### config.mk
export PLATFORM = sky130hd
export DESIGN_NAME = reg_wb_scheduler
export DESIGN_NICKNAME = d
export VERILOG_FILES = /design/src/rtl/reg_wb_scheduler.sv
export SDC_FILE = /design/constraint.sdc
export NUM_CORES = 1
export LEC_CHECK = 0
export ABC_CLOCK_PERIOD_IN_PS = 6800
export CELL_PAD_IN_SITES_DETAIL_PLACEMENT = 0
export CELL_PAD_IN_SITES_GLOBAL_PLACEMENT = 1
export CORE_MARGIN = 10
export CORE_UTILIZATION = 34
export CTS_BUF_LIST = sky130_fd_sc_hd__clkbuf_8
export DETAILED_ROUTE_END_ITERATION = 8
export PLACE_DENSITY_LB_ADDON = 0.1
export SLEW_MARGIN = 15
export SYNTH_ARGS = -nofsm -noshare
export SYNTH_HDL_FRONTEND = slang
export SYNTH_SLANG_ARGS = --single-unit
### constraint.sdc
create_clock -name clk_in -period 6.8 [get_ports clk_in]
set_input_delay 1.7 -clock clk_in [delete_from_list [all_inputs] [get_ports clk_in]]
set_output_delay 1.7 -clock clk_in [all_outputs]
set_load 0.1 [all_outputs]
### src/rtl/reg_wb_scheduler.sv
// Register-file write-port scheduler: arbitrates ALU/LSU writebacks onto the single
// write port and keeps per-register busy bits that stall issue on RAW/WAW hazards.
module reg_wb_scheduler #(
    parameter int REG_DATA_WIDTH_POW = 6,
    parameter int REG_MEM_DEPTH_POW  = 5
) (
    input  logic                                 clk_in,
    input  logic                                 reset_n,
    input  logic                                 issue_valid,
    input  logic                                 issue_uses_rd,
    input  logic [REG_MEM_DEPTH_POW-1:0]         issue_rs1,
    input  logic [REG_MEM_DEPTH_POW-1:0]         issue_rs2,
    input  logic [REG_MEM_DEPTH_POW-1:0]         issue_rd,
    output logic                                 issue_ready,
    input  logic                                 alu_valid,
    input  logic [REG_MEM_DEPTH_POW-1:0]         alu_rd,
    input  logic [(1<<REG_DATA_WIDTH_POW)-1:0]   alu_data,
    output logic                                 alu_ready,
    input  logic                                 lsu_valid,
    input  logic [REG_MEM_DEPTH_POW-1:0]         lsu_rd,
    input  logic [(1<<REG_DATA_WIDTH_POW)-1:0]   lsu_data,
    output logic                                 lsu_ready,
    output logic                                 wr_en_out,
    output logic [REG_MEM_DEPTH_POW-1:0]         wr_rd_out,
    output logic [(1<<REG_DATA_WIDTH_POW)-1:0]   wr_data_out,
    output logic [(1<<REG_MEM_DEPTH_POW)-1:0]    busy_out,
    output logic                                 err_out
);

    localparam int W = 1 << REG_DATA_WIDTH_POW;
    localparam int A = REG_MEM_DEPTH_POW;
    localparam int N = 1 << REG_MEM_DEPTH_POW;

    typedef enum logic {
        PRIO_ALU = 1'b0,
        PRIO_LSU = 1'b1
    } prio_e;

    // Handshake: a writeback transfers on the edge where valid & ready are both high;
    // requesters keep valid/rd/data stable until that edge and never drop valid early.

    prio_e          prio_q, prio_d;
    logic [N-1:0]   busy_q, busy_d;
    logic           wr_en_q, wr_en_d;
    logic [A-1:0]   wr_rd_q, wr_rd_d;
    logic [W-1:0]   wr_data_q, wr_data_d;
    logic           err_q, err_d;

    logic           alu_gnt;
    logic           lsu_gnt;
    logic           hazard_free;
    logic           issue_fire;
    logic [A-1:0]   sel_rd;
    logic [W-1:0]   sel_data;

    always_comb begin
        hazard_free = !busy_q[issue_rs1] && !busy_q[issue_rs2]
                      && !(issue_uses_rd && busy_q[issue_rd]);
        issue_ready = reset_n && hazard_free;
        issue_fire  = issue_valid && issue_ready;
    end

    always_comb begin
        alu_gnt = 1'b0;
        lsu_gnt = 1'b0;
        prio_d  = prio_q;
        if (reset_n) begin
            if (alu_valid && (!lsu_valid || prio_q == PRIO_ALU)) begin
                alu_gnt = 1'b1;
            end else if (lsu_valid) begin
                lsu_gnt = 1'b1;
            end
            // Only a contested grant hands priority to the loser.
            if (alu_valid && lsu_valid) begin
                prio_d = alu_gnt ? PRIO_LSU : PRIO_ALU;
            end
        end
        alu_ready = alu_gnt;
        lsu_ready = lsu_gnt;
    end

    always_comb begin
        sel_rd    = alu_gnt ? alu_rd : lsu_rd;
        sel_data  = alu_gnt ? alu_data : lsu_data;
        wr_en_d   = 1'b0;
        wr_rd_d   = wr_rd_q;
        wr_data_d = wr_data_q;
        if (alu_gnt || lsu_gnt) begin
            wr_en_d   = (sel_rd != '0);
            wr_rd_d   = sel_rd;
            wr_data_d = sel_data;
        end
    end

    // Clear lands on the same edge the regfile commits, so readers never need a bypass;
    // a same-edge issue to that register re-sets the bit after the clear.
    always_comb begin
        busy_d = busy_q;
        err_d  = err_q;
        if (wr_en_q) begin
            busy_d[wr_rd_q] = 1'b0;
            if (!busy_q[wr_rd_q]) begin
                err_d = 1'b1;
            end
        end
        if (issue_fire && issue_uses_rd && issue_rd != '0) begin
            busy_d[issue_rd] = 1'b1;
        end
        busy_d[0] = 1'b0;
    end

    always_ff @(posedge clk_in or negedge reset_n) begin
        if (!reset_n) begin
            prio_q    <= PRIO_ALU;
            busy_q    <= '0;
            wr_en_q   <= 1'b0;
            wr_rd_q   <= '0;
            wr_data_q <= '0;
            err_q     <= 1'b0;
        end else begin
            prio_q    <= prio_d;
            busy_q    <= busy_d;
            wr_en_q   <= wr_en_d;
            wr_rd_q   <= wr_rd_d;
            wr_data_q <= wr_data_d;
            err_q     <= err_d;
        end
    end

    assign wr_en_out   = wr_en_q;
    assign wr_rd_out   = wr_rd_q;
    assign wr_data_out = wr_data_q;
    assign busy_out    = busy_q;
    assign err_out     = err_q;

endmodule

== Yosys cells after proc, flatten, opt, wreduce, memory -nomap -nowiden ==
Cells that the tools add are included.
Cells by class
  bitwise gates (word level): 5
  reduce and logical (&&, ||, !) cells: 21
  muxes and demuxes: 24
  $lt $le $gt $ge: 6
Operator list (count)
  $mux W32: 2
  $mux W64: 1
  $and A32 B32 Y32: 1
  $not A32 Y32: 1
  $or A32 B32 Y32: 1
  $lt A5 B6 Y1 const B: 4
  $bmux W1 S5: 4
  $mux W1: 14
  $logic_and A1 B1 Y1: 11
  $demux W1 S5: 2
  $ge A5 B1 Y1 const B: 2
  $reduce_bool A5 Y1: 2
  $mux W5: 1
  $logic_not A1 Y1: 4
  $reduce_and A2 Y1: 2
  $logic_or A1 B1 Y1: 2
  $not A1 Y1: 2
Word-level totals
  register bits: 103
  logic and storage cells: 62
  bits of input ports: 159
  output and inout port bits: 106

== Logic depth before layout (Yosys ltp) ==
  depth after elaboration: 10
  mapped depth: 9
  mapped depth without buffers: 6

== Worst setup path after synthesis ==
OpenSTA, ideal clock, no wires.
  kind: input to output
  start point: in issue_rs2[2]
  end point: out issue_ready
  setup slack: 0.530 ns
  data arrival time: 4.570 ns
  buffers on the path: 2
  required time: 5.100 ns
  cell stages on the path: 7
  path through: clkbuf_1 -> mux2_2 -> a221oi_1 -> o41ai_1 -> nand4b_4 -> clkbuf_1 -> a21oi_1
On the way
  longest elaborated chain between the ends: 6
Ends and longest elaborated chain
  start, declared: line 12  | input logic [REG_MEM_DEPTH_POW-1:0] issue_rs2,
  $bmux W1 S5: line 57  | hazard_free = !busy_q[issue_rs1] && !busy_q[issue_rs2]
  $mux W1 (not written as such): line 57
  $logic_not A1 Y1: line 57
  $logic_and A1 B1 Y1: line 57
  $logic_and A1 B1 Y1: line 58  | && !(issue_uses_rd && busy_q[issue_rd]);
  $logic_and A1 B1 Y1: line 59  | issue_ready = reset_n && hazard_free;
  end, declared: line 14  | output logic issue_ready,
Every way passes these cells. The select of a mux whose other input is x is not followed.

== Worst setup path in the final report ==
  start point: in issue_rs1[1]
  end point: out issue_ready
On the way
  longest elaborated chain between the ends: 6
Ends and longest elaborated chain
  start, declared: line 11  | input logic [REG_MEM_DEPTH_POW-1:0] issue_rs1,
  $bmux W1 S5: line 57
  $mux W1 (not written as such): line 57
  $logic_not A1 Y1: line 57
  $logic_and A1 B1 Y1: line 57
  $logic_and A1 B1 Y1: line 58
  $logic_and A1 B1 Y1: line 59
Every way passes these cells. The select of a mux whose other input is x is not followed.

==> out/results.ini <==
[global_routing]
globalRoute.totalOverflow = 0
number_of_antenna_violations_at_the_first_check_in_global_routing = 2
aggregate_global_route_resource_usage_pct = 20.82
first_pass_grt_wire_length_um = 36130
grt.busiest_layer = met2
use_met2_pct = 32.96
grt_start_max_net_pins = 72
grtUsageMet3_pct = 7.858
met1_usage_pct = 24.76
grt_pass1_vias = 6122

[sta]
final_max_slew_viols = 0
min_period_over_period_pct = 87.35
timing.max_slew.rel_slack_pct = 29.19
rsz_0062_raised_after_global_routing = no
setup_viol_count_final = 0
min_period_ns = 5.940
upper_clock_frequency_limit_ghz = 0.1684
max_slew.worst_pin.slew_ns = 1.059
clock-skew-final_ns = 0.01335
hold_violations = 0
finalSetupTns_ns = 0

[logic_synthesis]
main_combinational_cell_family_by_area_after_synthesis = compound AO/OA/AOI/OAI gates
mean_instance_size_in_the_synthesized_netlist_um2 = 10.70
edff_count_synth = 0
synth_warnings = 0
yosys.area_share.adder_pct = 0
synth-xor-area-share_pct = 0.1547
dominantRegCellSynth = dfrtp_1
synth_cell_types = 50
synth_area_leaders = dfrtp_1 46%, a222oi_1 11%, mux2i_1 7.2%, inv_1 4.6%, mux4_2 4.4%
yosys.area_share.simple_pct = 9.591
postSynthCellCount = 529
ys_async_sr_fraction_pct = 100.0
synth.ff_latch_count = 103
synth.yosys.seq_area_share_pct = 45.52
synth.mux.area_fraction_pct = 12.42
net_count_synth = 688
syn_area_um2 = 5662
synth_top_cell_area_share_pct = 45.52
synth-compound-area-share_pct = 23.62
yosys_top_cell_by_area = dfrtp_1

[worst_setup_path]
slowest_stage = clkdlybuf4s50_1
start_kind = input port
critical_path_arrival_ns = 4.24
worstPathCellList = clkdlybuf4s50_1 -> mux4_2 -> nand2b_1 -> o211ai_1 -> o41ai_1 -> nand4b_4 -> a21oi_1 -> buf_12
cp-end-kind = output port
critical-path-max-stage-delay_ns = 1.02
reg2reg_from = wr_rd_out[0]$_DFFE_PN0P_
crit_path_max_fanout = 15
reg2reg_capture_point = err_out$_DFFE_PN0P_
rrSetupSlack_ns = 4.26
reg2regPathDepth = 5
timing.critical_path.required_ns = 5.10
start_to_end_type_of_the_worst_setup_path = input port to output port

[place]
placement.io_buffers = 263
place.detailed.hpwl_um = 17630
gp_congestion = 0.9200

[hold_path]
hold_end = err_out$_DFFE_PN0P_
min_delay_path_depth = 1
min-delay-start = err_out$_DFFE_PN0P_
timing.hold.worst.class = flop to flop

[route]
num_vias = 5754
iteration_0_drc_count_of_the_detailed_router = 627
drc = 0
wl_per_cell_um = 24.10
wl_um = 23910
final_antenna_net_count = 0
viasPerCell = 5.800
drt_pre_antenna_iters = 7

[clocking]
cts.hold.buffers_added = 0
cts_root_buffer = clkbuf_8
ctsLongestPathBuffers = 2
number_of_clock_buffers_inserted_by_tritoncts = 9
clkSlewWorstSetupHoldPaths_ns = 0.10
cts_setup_buffers = 0
clock_insertion_delay_worst_skew_ns = 0.39
cts_tree = done
ctsHtreeMaxLevel = 3
clkSinkCount = 103
cts_resized = 0

[power_and_ir_drop]
report.power.total_mw = 3.792
seq_power_share_pct = 28.6
static-leakage-power_nw = 3.636
cellInternalPower_mw = 1.580
clockPowerShare_pct = 10.6
comb_power_share_pct = 60.9
total_switching_power_mw = 2.212
maximum_vdd_ir_drop_v = 0.0003974
netSwitchingFraction_pct = 58.33
power.density_nw_per_um2 = 439.2

[outcome]
outcome = finished clean

[finish]
drive_gt1_share_pct = 7.513
finish.net_count = 926
antennaDiodeCount = 0
areaGrowthSynthToFinish_pct = 52.49

[die]
floorplan.die_area_um2 = 22210
floorplan.io_pins = 265
placeableCoreArea_um2 = 16470
rows = 47
overall_die_height_um = 149.0
die_span_x_um = 149.0
initial_utilization_pct = 34.38

[flow_run]
max_cap_violations = 0

layout by cell type, fill, tap and decap left out, types with 7 or more instances in the layout:
cell             count
nand3_1              8
clkbuf_8             9
nand2_1             17
mux2i_1             41
or3_1                7
dfrtp_1            103
nand3b_1             8
inv_1               71
mux4_2              11
o41ai_1             15
o21ai_1              9
o21ai_0             41
a21oi_1             10
clkdlybuf4s50_1    259
buf_4               11
nor2_1              11
or4_1                8
a222oi_1            64
cell type report:
| type | count | area (um2) |
|---|---|---|
| clock buffer | 9 | 123.9 |
| clock inverter | 7 | 72.57 |
| fill | 1486 | 7833 |
| inverter | 69 | 259.0 |
| multi-input combinational | 313 | 2630 |
| sequential | 103 | 2577 |
| tap | 220 | 275.3 |
| timing repair buffer | 271 | 2695 |
registers in the layout (all words and copies together) (netlist names):
| name | cells |
|---|---|
| wr_data_out | 64 |
| wr_rd_out | 5 |
| wr_en_out | 1 |
| busy_out | 31 |
| prio_q | 1 |
| err_out | 1 |
per-stage QoR:
stage          hold WS, ns  utilization, %  cells  worst slack, ns  cell area, um2
2_1_floorplan       0.4666               -    529           0.5303            5662
3_3_place_gp        0.4575           51.24    976           0.9409            8437
3_5_place_dp        0.4551           51.24    976           0.9149            8437
4_1_cts             0.4785           52.43    992           0.8800            8633
5_1_grt             0.5184           52.43    992           0.7409            8633
6_report            0.4728           52.43    992           0.8604            8633
critical path, delay by kind of cell:
family	cells	cell delay [ns]
multiplexers	1	0.40
buffers and inverters	2	1.25
AO/OA/AOI/OAI	3	0.52
AND/OR/NAND/NOR	2	0.35
worst max path at each step:
stage	slack [ns]	depth (start not counted)	startpoint	to
floorplan	0.53	7	issue_rs2[2]	issue_ready
global placement	0.94	8	issue_rs1[1]	issue_ready
detailed placement	0.91	8	issue_rs1[1]	issue_ready
CTS	0.88	8	issue_rs1[1]	issue_ready
global route	0.74	8	issue_rs1[1]	issue_ready
finish	0.86	8	issue_rs1[1]	issue_ready
routing by layer:
metal | vias to the layer above | share of wire [%]
met4 | 4 | 3.6
met5 | - | 0.096
li1 | 2538 | -
met2 | 330 | 47
met3 | 55 | 11
met1 | 2827 | 38
cells in the mapped netlist, types with 5 or more instances:
cell type	n
dfrtp_1	103
inv_1	69
a222oi_1	64
o21ai_0	42
mux2i_1	41
clkbuf_1	29
nand2_1	17
o41ai_1	15
a21oi_1	12
mux4_2	11
nor2_1	11
o21ai_1	9
nand3_1	8
nand3b_1	8
or4_1	8
or3_1	7
buf_2	6
buf_6	6
nor2b_1	5
o41ai_2	5
or3b_2	5
cells by family (layout without fill, tap and decap cells):
logic type	after synthesis	count (layout)
AOI/OAI and AO/OA	166	166
xor gates and xnor gates	1	1
buffers and inverters	113	356
DFF	103	103
muxes	56	56
other	1	1
and+or+nand+nor	89	89
power by group through the flow:
stage	logic [mW]	clock network (mW)	registers (mW)
final	2.31	0.402	1.08
after global routing	2.40	0.440	1.11
after CTS	2.32	0.418	1.07
after detailed placement	2.31	0	1.08
after global placement	2.30	0	1.08
after floorplan	0.470	0	2.21
(Power assumes the default switching activity.)
